File: config.mk
export PLATFORM = sky130hd
export DESIGN_NAME = time_counter
export DESIGN_NICKNAME = d
export VERILOG_FILES = /design/src/rtl/time_counter.sv
export SDC_FILE = /design/constraint.sdc
export NUM_CORES = 1
export LEC_CHECK = 0
export BUFFER_PORTS_ARGS = -buffer_cell sky130_fd_sc_hd__clkbuf_2
export CORE_ASPECT_RATIO = 1.25
export CORE_MARGIN = 4
export CORE_UTILIZATION = 47
export CTS_BUF_LIST = sky130_fd_sc_hd__clkbuf_4
export DETAILED_ROUTE_END_ITERATION = 8
export PLACE_DENSITY = 0.85
export SYNTH_ARGS = -nofsm -noshare
export SYNTH_HDL_FRONTEND = slang
export SYNTH_SLANG_ARGS = --single-unit
File: constraint.sdc
create_clock -name clk -period 2.2 [get_ports clk]
set_clock_uncertainty 0.15 [all_clocks]
set_input_delay 0.22 -clock clk [delete_from_list [all_inputs] [get_ports clk]]
set_output_delay 0.22 -clock clk [all_outputs]
set_load 0.05 [all_outputs]
File: src/rtl/time_counter.sv
// time_counter: 24-hour BCD HH:MM time-of-day counter fed by timegen strobes.
// Optional feature macro: TIME_COUNTER_SECONDS_EN
//   defined   -> adds a BCD seconds register (current_sec); one_second drives
//                the count and one_minute is ignored.
//   undefined -> minutes advance on one_minute; one_second is ignored.
module time_counter (
  input  logic        clk,
  input  logic        reset,
  input  logic        one_minute,
  input  logic        one_second,
  input  logic        load_new_c,
  input  logic [15:0] new_time,
  output logic [15:0] current_time,
  output logic        hour_tick,
  output logic        day_tick,
  output logic        load_err
`ifdef TIME_COUNTER_SECONDS_EN
  ,
  output logic [7:0]  current_sec
`endif
);

  localparam int unsigned DigitW = 4;
  localparam int unsigned TimeW  = 4 * DigitW;

  // BCD time-of-day, packed exactly like new_time/current_time
  typedef struct packed {
    logic [DigitW-1:0] ms_hr;
    logic [DigitW-1:0] ls_hr;
    logic [DigitW-1:0] ms_min;
    logic [DigitW-1:0] ls_min;
  } bcd_time_t;

  bcd_time_t time_q, time_d;
  bcd_time_t load_time_c;
  logic      hour_tick_q, hour_tick_d;
  logic      day_tick_q, day_tick_d;
  logic      load_err_q, load_err_d;
  logic      load_valid_c;
  logic      minute_adv_c;

  assign load_time_c = bcd_time_t'(new_time[TimeW-1:0]);

  // Load validation: all digits decimal, minutes <= 59, hours <= 23
  always_comb begin
    load_valid_c = 1'b1;
    if (load_time_c.ls_min > DigitW'(9)) load_valid_c = 1'b0;
    if (load_time_c.ms_min > DigitW'(5)) load_valid_c = 1'b0;
    if (load_time_c.ls_hr  > DigitW'(9)) load_valid_c = 1'b0;
    if (load_time_c.ms_hr  > DigitW'(2)) load_valid_c = 1'b0;
    if ((load_time_c.ms_hr == DigitW'(2)) && (load_time_c.ls_hr > DigitW'(3))) load_valid_c = 1'b0;
  end

`ifdef TIME_COUNTER_SECONDS_EN
  logic [DigitW-1:0] sec_ls_q, sec_ls_d;
  logic [DigitW-1:0] sec_ms_q, sec_ms_d;
  logic              unused_minute_c;

  // Minute strobe is superseded by the local seconds count
  assign unused_minute_c = one_minute;

  // A minute advance is produced by the seconds 59 -> 00 wrap
  assign minute_adv_c = one_second && (sec_ms_q == DigitW'(5)) && (sec_ls_q == DigitW'(9));

  // Seconds next state: valid load clears, otherwise count on one_second
  always_comb begin
    sec_ls_d = sec_ls_q;
    sec_ms_d = sec_ms_q;
    if (load_new_c && load_valid_c) begin
      sec_ls_d = '0;
      sec_ms_d = '0;
    end else if (one_second) begin
      if (sec_ls_q == DigitW'(9)) begin
        sec_ls_d = '0;
        if (sec_ms_q == DigitW'(5)) begin
          sec_ms_d = '0;
        end else begin
          sec_ms_d = sec_ms_q + DigitW'(1);
        end
      end else begin
        sec_ls_d = sec_ls_q + DigitW'(1);
      end
    end
  end

  // Seconds register
  always_ff @(posedge clk or posedge reset) begin
    if (reset) begin
      sec_ls_q <= '0;
      sec_ms_q <= '0;
    end else begin
      sec_ls_q <= sec_ls_d;
      sec_ms_q <= sec_ms_d;
    end
  end

  assign current_sec = {sec_ms_q, sec_ls_q};
`else
  logic unused_second_c;

  // Seconds strobe has no consumer in the minute-only build
  assign unused_second_c = one_second;

  assign minute_adv_c = one_minute;
`endif

  // Time next state: valid load wins; otherwise advance and flag bad loads
  always_comb begin
    time_d      = time_q;
    hour_tick_d = 1'b0;
    day_tick_d  = 1'b0;
    load_err_d  = 1'b0;
    if (load_new_c && load_valid_c) begin
      time_d = load_time_c;
    end else begin
      load_err_d = load_new_c;
      if (minute_adv_c) begin
        if (time_q.ls_min != DigitW'(9)) begin
          time_d.ls_min = time_q.ls_min + DigitW'(1);
        end else begin
          time_d.ls_min = '0;
          if (time_q.ms_min != DigitW'(5)) begin
            time_d.ms_min = time_q.ms_min + DigitW'(1);
          end else begin
            // Minute 59 -> 00: carry into hours
            time_d.ms_min = '0;
            hour_tick_d   = 1'b1;
            if ((time_q.ms_hr == DigitW'(2)) && (time_q.ls_hr == DigitW'(3))) begin
              time_d.ms_hr = '0;
              time_d.ls_hr = '0;
              day_tick_d   = 1'b1;
            end else if (time_q.ls_hr == DigitW'(9)) begin
              time_d.ls_hr = '0;
              time_d.ms_hr = time_q.ms_hr + DigitW'(1);
            end else begin
              time_d.ls_hr = time_q.ls_hr + DigitW'(1);
            end
          end
        end
      end
    end
  end

  // Time and strobe registers
  always_ff @(posedge clk or posedge reset) begin
    if (reset) begin
      time_q      <= '0;
      hour_tick_q <= 1'b0;
      day_tick_q  <= 1'b0;
      load_err_q  <= 1'b0;
    end else begin
      time_q      <= time_d;
      hour_tick_q <= hour_tick_d;
      day_tick_q  <= day_tick_d;
      load_err_q  <= load_err_d;
    end
  end

  assign current_time = TimeW'(time_q);
  assign hour_tick    = hour_tick_q;
  assign day_tick     = day_tick_q;
  assign load_err     = load_err_q;

endmodule
==> metrics.md <==
| Metric | Value |
|---|---|
| Max_slew headroom | 49.6% |
| H-tree Lvls | 1 |
| Post-Syn Area | 1210 µm² |
| # IOs | 40 |
| Detailed placement HPWL | 2.32 mm |
| Clock Latency Late Sink | 0.30 ns |
| Critical Path Start Type | register |
| Rows | 20 |
| Hold Path End | load_err |
| Main synth FF type | dfrtp_1 |
| Hold Path Class | in -> reg |
| Reg2Reg Capture Point | current_time[15] |
| Worst Setup Path Type | reg -> reg |
| Final min period | 2.10 ns |
| Die H | 64.7 µm |
| Fin. max-slew vios | 0 |
| Vias in the first global route | 1204 |
| Antenna violations before repair | 0 |
| Max Fclk | 477 MHz |
| Final critical-path share of the clock period | 95.3% |
| Worst setup EP type | register |
| Synth unique cells | 40 |
| Post_cts resized | 0 |
| Post-route insts no fill | 211 |
| Min-delay src | load_new_c |
| Post-synth net total | 152 |
| Worst hold path stage count | 2 |
| DR vias | 1182 |
| DRT iter0 DRCs | 23 |
| Grt total ovfl | 0 |
| CP peak stage delay | 0.59 ns |
| Vias/cell | 5.60 |
| Global-route wire length before repair | 5.29 mm |
| Max Cap Viol | 0 |
| Drt pass-1 iters | 6 |
| Sequential fraction of the synthesis area | 39.3% |
| Clock transition at path regs | 0.12 ns |
| IO Port Bufs | 38 |
| Reg2Reg Setup Slack | 0.10 ns |
| Final setup TNS | 0 ns |
| Post-route ant nets | 0 |
| Routability cong. | 0.808 |
| Synth Instances | 127 |
| Status | completed |
| Avg Inst Size Synth | 9.52 µm² |
| Final setup vio count | 0 |
| Worst hold slack | 0.00711 ns |
| Post-synth EDFFs | 0 |
| Worst path required time | 2.28 ns |
| Antenna cells | 0 |
| Width of the die | 53.4 µm |
| Initial Utilization | 49.3% |
| Layout Utilization | 64.1% |
| Pin count of the biggest net entering global routing | 20 |
| Cell area after layout | 1570 µm² |
| Placed cells | 200 |
| Residual DRC | 0 |
| Root Buffer | clkbuf_4 |
| Core Area | 2450 µm² |
| Routed wire per std cell | 14.5 µm |
| Final wirelength | 3.06 mm |
| Worst EP arrival | 2.18 ns |
| Final hold violation count | 0 |
| Asr flop ratio synth | 100% |
| Slew @ Worst Pin | 0.754 ns |
| #FFs+latches synth | 19 |
| Pwr/cell area | 1110 nW/µm² |
| Area growth from synthesis to layout | 30.0% |
| Worst-path cell chain | nand4b_4, or4_4, or4b_1, a21oi_1 |
| CTS tree | yes |
| CTS Buffer Depth | 2 |
| DIE AREA | 3450 µm² |
| Ys Warns | 0 |
| TritonCTS Sinks | 19 |
| Worst vdd ir | 878 µV |
| Layout cells sized above 1 | 40.4% |
| DP Area | 1490 µm² |
| Leak | 0.735 nW |
| Number of nets in the layout | 204 |
| CTS buffer count | 3 |
| Gr usage total | 20.0% |
| CP max FO | 6 |
| R2R cell count | 4 |
| Slowest CP cell | or4_4 |
| Reg2reg start | current_time[2] |
| RSZ-0062 raised after global routing | no |
## cell usage after synthesis, drive strengths merged, types with 2 or more instances
| cell type | n | area [µm²] |
|---|---|---|
| nand4 | 3 | 18.8 |
| buf | 2 | 15.0 |
| a21oi | 7 | 35.0 |
| nor2b | 5 | 31.3 |
| a211oi | 8 | 60.1 |
| mux2 | 6 | 67.6 |
| nor3b | 2 | 15.0 |
| ha | 4 | 50.1 |
| clkbuf | 3 | 11.3 |
| nand2b | 2 | 12.5 |
| nand3 | 5 | 25.0 |
| dfrtp | 19 | 475 |
| nor2 | 5 | 18.8 |
| a21o | 4 | 30.0 |
| nor3 | 4 | 20.0 |
| inv | 5 | 18.8 |
| a31oi | 7 | 43.8 |
| o21ai | 9 | 45.0 |
| nand2 | 5 | 18.8 |
| xor2 | 3 | 26.3 |
## layer usage
layer | share of wire [%] | global-route usage [%]
met1 | 42 | 24.2
met2 | 52 | 35.3
met3 | 4.7 | 2.53
met4 | 1.2 | 6.71
met5 | 0 | 0
## through the flow
step	setup WS [ns]	total power [mW]
finish	0.104	1.74
global route	0.0159	1.86
CTS	0.100	1.73
detailed placement	0.102	1.55
global placement	0.151	1.52
floorplan	0.0228	1.28
## placed cells by master, fill, tap and decap left out, types with 2 or more instances in the layout
cell type      instances
inv_1                  5
a211oi_1               8
nand4_1                3
o21ai_0                9
nand2b_1               2
nor3b_1                2
nor2b_1                5
nand3_1                5
mux2_2                 6
ha_1                   4
buf_4                 10
xor2_1                 3
clkbuf_2              39
nor2_1                 5
a31oi_1                7
a21o_1                 4
dfrtp_1               13
dlygate4sd3_1          3
clkbuf_4               3
nor3_1                 4
a21oi_1                7
nand2_1                5
dfrtp_2                6
## critical path, delay by kind of cell (launching register included)
family           cells  cell delay (ns)
AO/OA/AOI/OAI        1             0.16
AND/OR/NAND/NOR      3             1.28
flip-flops           1             0.45
## power breakdown
group          leakage [nW]  internal [mW]  switching, mW  total (mW)
logic                 0.485          0.327          0.636       0.963
clock network        0.0177         0.0676          0.111       0.178
registers             0.232          0.463          0.137       0.600
## worst max-delay path by stage
stage / from / end / slack (ns) / cells after the start
CTS: current_time[2] / current_time[15] / 0.10 / 4
global route: current_time[12] / current_time[15] / 0.02 / 6
floorplan: current_time[8] / current_time[15] / 0.02 / 6
detailed placement: current_time[2] / current_time[15] / 0.10 / 4
global placement: current_time[2] / current_time[15] / 0.15 / 4
finish: current_time[2] / current_time[15] / 0.10 / 4
## cell type report
class / instances / area (µm²)
clock buffer: 3 / 22.5
clock inverter: 1 / 5.00
fill: 227 / 881
inverter: 5 / 18.8
multi-input combinational: 98 / 701
sequential: 19 / 483
tap: 33 / 41.3
timing repair buffer: 52 / 300
## cells by family after synthesis
family	synth area share (%)
simple gates	22.7
compound gates	21.6
flops	39.3
buf+inv	3.73
mux	5.59
xor+xnor	2.90
fa+ha+maj	4.14
## state kept, by name, indices dropped and copies added (netlist names)
register      count
hour_tick         1
current_time     16
day_tick          1
load_err          1
## what timing repair did
item,in CTS,in global routing
setup buffers,0,4
endpoints found under the hold margin,21,0
hold buffers,3,0
setup endpoints to repair,0,1
(Power assumes the default switching activity.)
